File: src/rtl/fetch_pkg.sv
// Shared widths, HALT opcode and the {addr, instr} entry type for the fetch unit.
package fetch_pkg;

   localparam int unsigned ADDR_W = 10;
   localparam int unsigned DATA_W = 16;
   localparam logic [3:0]  OPC_HALT = 4'hF;

   typedef struct packed {
      logic [ADDR_W-1:0] addr;
      logic [DATA_W-1:0] instr;
   } fetch_entry_t;

endpackage

File: src/rtl/instr_fetch_if.sv
// Fetch-unit bus: InstrMem read port, redirect input and decode-side valid/ready output.
interface instr_fetch_if;
   import fetch_pkg::*;

   logic [ADDR_W-1:0] imem_addr;
   logic [DATA_W-1:0] imem_rdata;
   logic              redirect_valid;
   logic [ADDR_W-1:0] redirect_pc;
   logic              out_valid;
   logic              out_ready;
   logic [DATA_W-1:0] out_instr;
   logic [ADDR_W-1:0] out_pc;
   logic              halted;

   modport master (
      output imem_addr,
      input  imem_rdata,
      input  redirect_valid,
      input  redirect_pc,
      output out_valid,
      input  out_ready,
      output out_instr,
      output out_pc,
      output halted
   );

   modport slave (
      input  imem_addr,
      output imem_rdata,
      output redirect_valid,
      output redirect_pc,
      input  out_valid,
      output out_ready,
      input  out_instr,
      input  out_pc,
      input  halted
   );

endinterface

File: src/rtl/fetch_fifo2.sv
// Two-entry synchronous FIFO of fetch entries; entry 0 is always the head.
module fetch_fifo2
   import fetch_pkg::*;
(
   input  logic         clk,
   input  logic         rst,
   input  logic         push_i,
   input  fetch_entry_t push_data_i,
   input  logic         pop_i,
   input  logic         flush_i,
   output logic [1:0]   count_o,
   output fetch_entry_t head_o
);

   fetch_entry_t e0_q, e0_d, e1_q, e1_d;
   logic [1:0]   cnt_q, cnt_d;
   logic         pop_eff;

   assign pop_eff = pop_i && (cnt_q != 2'd0);

   always_comb begin
      e0_d  = e0_q;
      e1_d  = e1_q;
      cnt_d = cnt_q;
      if (flush_i) begin
         cnt_d = 2'd0;
      end else begin
         case ({push_i, pop_eff})
            2'b10: begin
               if (cnt_q == 2'd0) e0_d = push_data_i;
               else               e1_d = push_data_i;
               cnt_d = cnt_q + 2'd1;
            end
            2'b01: begin
               e0_d  = e1_q;
               cnt_d = cnt_q - 2'd1;
            end
            2'b11: begin
               // Full FIFO: shift and refill the tail in the same edge.
               if (cnt_q == 2'd2) begin
                  e0_d = e1_q;
                  e1_d = push_data_i;
               end else begin
                  e0_d = push_data_i;
               end
            end
            default: ;
         endcase
      end
   end

   always_ff @(posedge clk) begin
      if (rst) begin
         e0_q  <= '0;
         e1_q  <= '0;
         cnt_q <= 2'd0;
      end else begin
         e0_q  <= e0_d;
         e1_q  <= e1_d;
         cnt_q <= cnt_d;
      end
   end

   assign count_o = cnt_q;
   assign head_o  = e0_q;

endmodule

File: src/rtl/instr_fetch.sv
// Instruction fetch unit: issues InstrMem reads, buffers {pc, instr} for decode, handles redirect.
// Optional HALT-opcode stop is enabled by defining IFETCH_HALT_EN.
module instr_fetch
   import fetch_pkg::*;
#(
   parameter logic [ADDR_W-1:0] RESET_PC = '0
) (
   input logic           clk,
   input logic           rst,
   instr_fetch_if.master bus
);

   logic [ADDR_W-1:0] pc_q, pc_d, pend_pc_q, pend_pc_d, issue_addr;
   logic              pend_q, pend_d, halted_q, halted_d;
   logic              redirect, pop, push, credit, issue;
   logic [1:0]        count;
   logic [2:0]        occ;
   fetch_entry_t      head, cap;

   assign redirect   = bus.redirect_valid;
   assign pop        = bus.out_valid && bus.out_ready;
   assign issue_addr = redirect ? bus.redirect_pc : pc_q;

   // Slots committed next cycle: buffered plus in-flight, minus the one leaving now.
   assign occ    = {1'b0, count} + {2'b00, pend_q};
   assign credit = (occ - {2'b00, pop}) < 3'd2;
   assign issue  = redirect || (!halted_q && credit);
   assign push   = pend_q && !redirect && !halted_q;
   assign cap    = '{addr: pend_pc_q, instr: bus.imem_rdata};

   always_comb begin
      pc_d      = issue ? issue_addr + ADDR_W'(1) : pc_q;
      pend_d    = issue;
      pend_pc_d = issue ? issue_addr : pend_pc_q;
   end

`ifdef IFETCH_HALT_EN
   always_comb begin
      halted_d = halted_q;
      if (redirect)                                             halted_d = 1'b0;
      else if (push && (bus.imem_rdata[DATA_W-1 -: 4] == OPC_HALT)) halted_d = 1'b1;
   end
`else
   assign halted_d = 1'b0;
`endif

   always_ff @(posedge clk) begin
      if (rst) begin
         pc_q      <= RESET_PC;
         pend_q    <= 1'b0;
         pend_pc_q <= '0;
         halted_q  <= 1'b0;
      end else begin
         pc_q      <= pc_d;
         pend_q    <= pend_d;
         pend_pc_q <= pend_pc_d;
         halted_q  <= halted_d;
      end
   end

   fetch_fifo2 u_fifo (
      .clk         (clk),
      .rst         (rst),
      .push_i      (push),
      .push_data_i (cap),
      .pop_i       (pop),
      .flush_i     (redirect),
      .count_o     (count),
      .head_o      (head)
   );

   assign bus.imem_addr = issue_addr;
   assign bus.out_valid = (count != 2'd0);
   assign bus.out_pc    = head.addr;
   assign bus.out_instr = head.instr;
   assign bus.halted    = halted_q;

endmodule

File: src/flat_wrapper.sv
// flat-port wrapper written by rule: the top's interface ports become plain ports
module instr_fetch_flat import fetch_pkg::*;
#(
   parameter logic [ADDR_W-1:0] RESET_PC = '0
)
  (clk, rst, bus_imem_addr, bus_imem_rdata, bus_redirect_valid, bus_redirect_pc, bus_out_valid, bus_out_ready, bus_out_instr, bus_out_pc, bus_halted);
  instr_fetch_if bus_i ();
  input logic clk;
  input logic rst;
  output wire logic [$bits(bus_i.imem_addr)-1:0] bus_imem_addr;
  input wire logic [$bits(bus_i.imem_rdata)-1:0] bus_imem_rdata;
  input wire logic [$bits(bus_i.redirect_valid)-1:0] bus_redirect_valid;
  input wire logic [$bits(bus_i.redirect_pc)-1:0] bus_redirect_pc;
  output wire logic [$bits(bus_i.out_valid)-1:0] bus_out_valid;
  input wire logic [$bits(bus_i.out_ready)-1:0] bus_out_ready;
  output wire logic [$bits(bus_i.out_instr)-1:0] bus_out_instr;
  output wire logic [$bits(bus_i.out_pc)-1:0] bus_out_pc;
  output wire logic [$bits(bus_i.halted)-1:0] bus_halted;
  assign bus_imem_addr = bus_i.imem_addr;
  assign bus_i.imem_rdata = bus_imem_rdata;
  assign bus_i.redirect_valid = bus_redirect_valid;
  assign bus_i.redirect_pc = bus_redirect_pc;
  assign bus_out_valid = bus_i.out_valid;
  assign bus_i.out_ready = bus_out_ready;
  assign bus_out_instr = bus_i.out_instr;
  assign bus_out_pc = bus_i.out_pc;
  assign bus_halted = bus_i.halted;
  instr_fetch #(.RESET_PC(RESET_PC)) u_core (.clk(clk), .rst(rst), .bus(bus_i));
endmodule
File: config.mk
export PLATFORM = sky130hd
export DESIGN_NAME = instr_fetch_flat
export DESIGN_NICKNAME = d
export VERILOG_FILES = /design/src/rtl/fetch_pkg.sv /design/src/rtl/instr_fetch_if.sv /design/src/rtl/fetch_fifo2.sv /design/src/rtl/instr_fetch.sv /design/src/flat_wrapper.sv
export SDC_FILE = /design/constraint.sdc
export NUM_CORES = 1
export LEC_CHECK = 0
export CAP_MARGIN = 0
export CORE_ASPECT_RATIO = 1.2
export CORE_MARGIN = 2
export CORE_UTILIZATION = 25
export CTS_CLUSTER_SIZE = 14
export DETAILED_ROUTE_END_ITERATION = 8
export PLACE_DENSITY = 0.41
export SYNTH_ARGS = -nofsm -noshare
export SYNTH_HDL_FRONTEND = slang
export SYNTH_SLANG_ARGS = --single-unit
File: constraint.sdc
create_clock -name clk -period 3.1 [get_ports clk]
set_input_delay 0.31 -clock clk [delete_from_list [all_inputs] [get_ports clk]]
set_output_delay 0.31 -clock clk [all_outputs]
set_load 0.02 [all_outputs]
==> results_dict.tcl, run 1 <==
set metrics [dict create \
    totalPowerFinal_mw 2.57 \
    worst_slew_margin_rel_pct 37.3 \
    nets 490 \
    synth.area.top_cells "sky130_fd_sc_hd__dfxtp_1, sky130_fd_sc_hd__a211oi_2, sky130_fd_sc_hd__nand2_1" \
    ys.warnings.count 0 \
    grt_setup_unrepaired "no" \
    fillerInstances 1457 \
    synth_fp_nets 431 \
    ant_nets 0 \
    detailed_place_hpwl_um 5760 \
    synth_top_area_share_pct 42.8 \
    synthDominantAreaCellType "sky130_fd_sc_hd__dfxtp_1" \
    antenna_found_initial 0 \
    drt_wl_total_um 8800 \
    synth.yosys.seq_area_share_pct 42.8 \
    cts_inserted_buffers 9 \
    grt_first_pass_wirelength_um 14800 \
    clock_tree_from_tritoncts "done" \
    fin_crit_sh_pct 82.3 \
    placement_rows 47 \
    drive_gt1_share_pct 14.4 \
    grt_max_degree 53 \
    io-pin-count 68 \
    run_status "finished clean" \
    synth_area_um2 3510 \
    synth_cell_type_count 44 \
    synthToLayoutAreaGrowth_pct 32.0 \
    layout.cells.most_common "sky130_fd_sc_hd__dfxtp_1" \
    fmax_mhz 392 \
    hold_class "flip-flop to flip-flop" \
    detailedRoute.firstPassIterationCount 4 \
    clock-skew-final_ns 0.00596 \
    worstSetupEndpointType "primary output" \
    cp-start-kind "primary input" \
    yosys_most_used_dff "sky130_fd_sc_hd__dfxtp_1" \
    cts.clk_slew.worst_paths_ns 0.06 \
    timing.critical_path.required_ns 2.79 \
    power.ir.vdd_worst_v 0.000214 \
    finalHoldViolCount 0 \
    cts_buffer_depth 2 \
    synth-async-reset-ratio_pct 0 \
    count_of_h_tree_levels_built_during_cts 3 \
    maxCapViolations 0 \
    clock-sinks 75 \
    total_of_cells_resized_after_clock_tree_synthesis 0 \
    fp.dieW_um 112 \
    cts.hold.buffers_added 0 \
    detailroute.via_count 2909 \
    routedWlPerCell_um 14.0 \
    timing.critical_path.fanout_max 29 \
    most-common-layout-cells "sky130_fd_sc_hd__dfxtp_1, sky130_fd_sc_hd__clkdlybuf4s50_1, sky130_fd_sc_hd__nand2_1, sky130_fd_sc_hd__nor2_1, sky130_fd_sc_hd__a21oi_1" \
    grt_overflow_total 0 \
    start_util_pct 25.5 \
    final.setup.tns_ns 0 \
    final-max-slew-violation-count 0 \
    cellPowerDensity_nw_per_um2 554 \
    fp.coreArea_um2 13800 \
    design.die.area_um2 15000 \
    route.detailed.drc 0 \
    buffer_ports.inserted 66 \
    antenna_cells_inserted 0 \
    number_of_enable_type_register_cells_in_the_synthesized_netlist 0 \
    grt_pass1_vias 2815 \
    setup_viol 0 \
    die_h_um 134 \
    grt.total_usage_pct 12.2 \
    setup.worst_path.class "primary input to primary output" \
    cp.arrival_ns 2.24 \
    ys_ff_latch 75 \
    post-cts-setup-buffer-count 0 \
    final_critical_path_required_period_ns 2.55 \
    ctsRootBufferMaster "sky130_fd_sc_hd__clkbuf_16" \
    total_leakage_power_nw 1.60 \
    avgViaCountPerCell 4.62 \
    final_core_utilization_pct 33.6 \
    synthesis.instances 394 \
    clock_insertion_delay_worst_skew_ns 0.33 \
    place.gp.congestion 0.741 \
    synth.avg_cell_area_um2 8.90 \
    detailedRoute.firstIterationViolations 126 \
    max_slew.worst_pin.slew_ns 0.941 \
]
[final cells by class]
type / count / area, um2 / area share (%)
Inverter: 14 / 52.6 / 1.14
Multi-Input combinational cell: 274 / 1780 / 38.4
Sequential cell: 75 / 1500 / 32.4
Clock inverter: 7 / 92.6 / 2.00
Clock buffer: 9 / 225 / 4.86
Timing Repair Buffer: 79 / 766 / 16.5
Tap cell: 171 / 214 / 4.62
[sequential cells by signal, summed over array words and instances, names as in the netlist]
signal                 flops
u_core.pend_q              1
u_core.u_fifo.head_o      26
u_core.pend_pc_q          10
u_core.u_fifo.e1_q        26
u_core.pc_q               10
u_core.u_fifo.count_o      2
[per-layer routing]
layer	track usage, %	part of all wire, %
met1	16.9	51
met2	18.4	43
met3	3.18	4.6
met4	4.27	1.3
met5	0	0
[worst max-delay path, cell delays in order]
cell and delay (ns):
sky130_fd_sc_hd__clkdlybuf4s50_1 0.49, sky130_fd_sc_hd__buf_4 0.34, sky130_fd_sc_hd__mux2i_1 0.41, sky130_fd_sc_hd__inv_1 0.12, sky130_fd_sc_hd__clkdlybuf4s50_1 0.56
[kinds of logic (layout without fill, tap and decap cells)]
kind of cell / after synthesis / in the layout / synth area share, %
DFF: 75 / 75 / 42.8
muxes: 10 / 10 / 3.07
and+or+nand+nor: 141 / 141 / 17.7
buffers and inverters: 45 / 109 / 6.49
other: 1 / 1 / 0.107
xor gates and xnor gates: 9 / 9 / 2.25
AOI/OAI and AO/OA: 106 / 106 / 24.9
adders and majority gates: 7 / 7 / 2.71
[path summary, 6_finish.rpt]
path,start,end,slack [ns],depth (start not counted)
max,bus_redirect_valid,bus_imem_addr[5],0.55,5
min,u_core.u_fifo.e1_q[11]$_SDFFE_PP0P_,u_core.u_fifo.e1_q[11]$_SDFFE_PP0P_,0.45,2
max reg2reg,u_core.u_fifo.count_o[1]$_SDFFE_PP0P_,u_core.pc_q[5]$_SDFFE_PP0P_,0.57,9
min reg2reg,u_core.u_fifo.e1_q[11]$_SDFFE_PP0P_,u_core.u_fifo.e1_q[11]$_SDFFE_PP0P_,0.45,2
[Yosys cell counts, drive strengths merged (5+ instances only)]
cell type and instances:
dfxtp 75, nand2 60, nor2 42, a211oi 33, a21oi 32, a22oi 27, buf 21, inv 14
nand3 14, clkbuf 10, xnor2 8, nor3 7, ha 6, mux2 6, nand4 5, o21ai 5
[through the flow]
step	area [um2]	hold slack, ns	cells	worst slack (ns)
global route	4630	0.472	629	0.306
detailed placement	4310	0.446	613	0.266
finish	4630	0.452	629	0.549
global placement	4310	0.441	613	0.306
CTS	4630	0.454	629	0.506
floorplan	3510	0.436	394	0.465
[power by group]
group          leakage (nW)  internal [mW]  total (mW)  switching [mW]
Sequential            0.612           1.02        1.05          0.0348
Combinational         0.832          0.190       0.409           0.220
Clock                 0.159          0.703        1.11           0.403
Total                  1.60           1.91        2.57           0.657
Power figures use the tool's default switching activity.
==> run 2, diff against run 1 <==
- PLACE_DENSITY: 0.41 -> 0.43
- clock period: 3.1 -> 2.13 ns (I/O delays scaled with it)
==> run 2 against run 1 <==
The flow now finishes with violations (setup timing). Critical path type is now flip-flop to flip-flop. Clock skew up 0.0010 ns. Routed wire length up 6.8%. Count of clock-buffer cells in the layout up 1. Flip-flop and latch count unchanged. Utilization up 3.2 points. Combinational power up 68%. Register-to-register slack worse by 0.65 ns. Sequential share of layout area down 2.8 points. Design area up 9.6%. Clock power up 50%. Total power up 51%.
==> results_dict.tcl, run 2 (synthesis gave the netlist of run 1 again) <==
set metrics [dict create \
    final_critical_path_required_period_ns 2.21 \
    grt.total_usage_pct 12.9 \
    hold_class "primary input to flip-flop" \
    fp.dieW_um 112 \
    place.gp.congestion 0.747 \
    grt_pass1_vias 3041 \
    layout.cells.most_common "sky130_fd_sc_hd__dfxtp_1" \
    cellPowerDensity_nw_per_um2 766 \
    die_h_um 134 \
    detailedRoute.firstIterationViolations 144 \
    fmax_mhz 453 \
    grt_setup_unrepaired "yes" \
    timing.hold.ws_ns 0.266 \
    nets 525 \
    fin_ws_ns -0.0756 \
    run_status "finished with violations" \
    synthToLayoutAreaGrowth_pct 44.7 \
    fp.coreArea_um2 13800 \
    timing.critical_path.required_ns 2.41 \
    placedInstanceArea_um2 4670 \
    numPlacedInstances 645 \
    route.detailed.drc 0 \
    design.die.area_um2 15000 \
    count_of_h_tree_levels_built_during_cts 3 \
    finalHoldViolCount 0 \
    grt_first_pass_wirelength_um 15700 \
    ant_nets 0 \
    grt_overflow_total 0 \
    setup_viol 2 \
    final_cell_count_no_fill 664 \
    total_leakage_power_nw 1.81 \
    clock_insertion_delay_worst_skew_ns 0.33 \
    cts.clk_slew.worst_paths_ns 0.06 \
    final-max-slew-violation-count 0 \
    placement.setup.worst_slack_ns -0.428 \
    cts_buffer_depth 2 \
    clock-skew-final_ns 0.00701 \
    ctsRootBufferMaster "sky130_fd_sc_hd__clkbuf_16" \
    drt_wl_total_um 9390 \
    setup.worst_path.class "flip-flop to flip-flop" \
    avgViaCountPerCell 4.69 \
    routedWlPerCell_um 14.1 \
    clock-sinks 75 \
    start_util_pct 25.5 \
    cts_inserted_buffers 9 \
    most-common-layout-cells "sky130_fd_sc_hd__dfxtp_1, sky130_fd_sc_hd__clkdlybuf4s50_1, sky130_fd_sc_hd__nand2_1, sky130_fd_sc_hd__nor2_1, sky130_fd_sc_hd__buf_4" \
    layout.cell_area.non_filler_um2 5070 \
    maxCapViolations 0 \
    fin_crit_sh_pct 104 \
    detailedRoute.firstPassIterationCount 4 \
    placement_rows 47 \
    cp-start-kind "flip-flop" \
    grt_max_degree 58 \
    clock_tree_from_tritoncts "done" \
    violated_checks "setup timing" \
    antenna_found_initial 0 \
    antenna_cells_inserted 0 \
    cp.arrival_ns 2.48 \
    drive_gt1_share_pct 23.3 \
    detailroute.via_count 3113 \
    buffer_ports.inserted 66 \
    worstSetupEndpointType "flip-flop" \
    detailed_place_hpwl_um 6220 \
    power.ir.vdd_worst_v 0.000395 \
    timing.critical_path.fanout_max 4 \
    io-pin-count 68 \
    final_core_utilization_pct 36.9 \
]
-- run 2: cell types whose count changed in the layout (fill, tap and decap cells not counted), moves of 2 or more --
cell                         delta
sky130_fd_sc_hd__nor2_1         -2
sky130_fd_sc_hd__ha_1           -2
sky130_fd_sc_hd__clkinv_2       -2
sky130_fd_sc_hd__buf_4         +27
sky130_fd_sc_hd__buf_12         +6
sky130_fd_sc_hd__o21ai_0        -5
sky130_fd_sc_hd__clkinvlp_4     +2
sky130_fd_sc_hd__buf_6          +2
sky130_fd_sc_hd__o21ai_1        +4
sky130_fd_sc_hd__nor2_2         +2
-- run 2: final timing paths --
| path | startpoint | end | slack (ns) | cells past startpoint |
|---|---|---|---|---|
| worst min-delay path | rst | u_core.u_fifo.head_o[25]$_SDFFE_PP0P_ | 0.27 | 2 |
| worst max register to register | u_core.u_fifo.count_o[1]$_SDFFE_PP0P_ | u_core.pc_q[8]$_SDFFE_PP0P_ | -0.08 | 8 |
| worst max-delay path | u_core.u_fifo.count_o[1]$_SDFFE_PP0P_ | u_core.pc_q[8]$_SDFFE_PP0P_ | -0.08 | 8 |
| worst min register to register | u_core.u_fifo.e1_q[4]$_SDFFE_PP0P_ | u_core.u_fifo.e1_q[4]$_SDFFE_PP0P_ | 0.45 | 2 |
-- run 2: repair_timing --
action                                  in CTS  in global routing
buffers inserted                             2                  1
pin swaps                                    4                  3
gates resized for setup                      3                 14
endpoints found under the setup margin      23                 37
hold buffers                                 0                  0
-- run 2: final cells by class --
| cell class | instances | area, um2 |
|---|---|---|
| fillers | 1433 | 8690 |
| multi-input cells | 274 | 1870 |
| flip-flops and latches | 75 | 1500 |
| repair buffers | 114 | 1110 |
| clock buffers | 10 | 239 |
| well taps | 171 | 214 |
| clock inverters | 6 | 88.8 |
| inverters | 14 | 52.6 |
-- run 2: worst max-delay path, stage by stage (launching register included) --
cell                      delay (ns)
sky130_fd_sc_hd__dfxtp_2        0.33
sky130_fd_sc_hd__o21ai_4        0.15
sky130_fd_sc_hd__inv_2          0.06
sky130_fd_sc_hd__ha_4           0.21
sky130_fd_sc_hd__nor2b_2        0.11
sky130_fd_sc_hd__fa_2           0.47
sky130_fd_sc_hd__o21ba_4        0.25
sky130_fd_sc_hd__or4_1          0.47
sky130_fd_sc_hd__nand3_1        0.09
-- run 2: stage by stage --
| stage | power [mW] | TNS, ns |
|---|---|---|
| after global placement | 2.23 | -12.22 |
| final | 3.88 | -0.107 |
| after floorplan | 1.93 | -0.715 |
| after detailed placement | 2.24 | -16.05 |
| after global routing | 4.06 | -0.608 |
| after CTS | 3.92 | -0.259 |
-- run 2: per-layer routing --
metal  track usage [%]  wire (um)
met5                 0          0
met4              4.47        145
met3              3.28        398
met2              20.6       4380
met1              17.0       4470
-- run 2: power breakdown --
part	leakage (nW)	switching, mW	internal [mW]
combinational	1.05	0.344	0.344
sequential	0.613	0.0553	1.48
clock	0.155	0.605	1.06
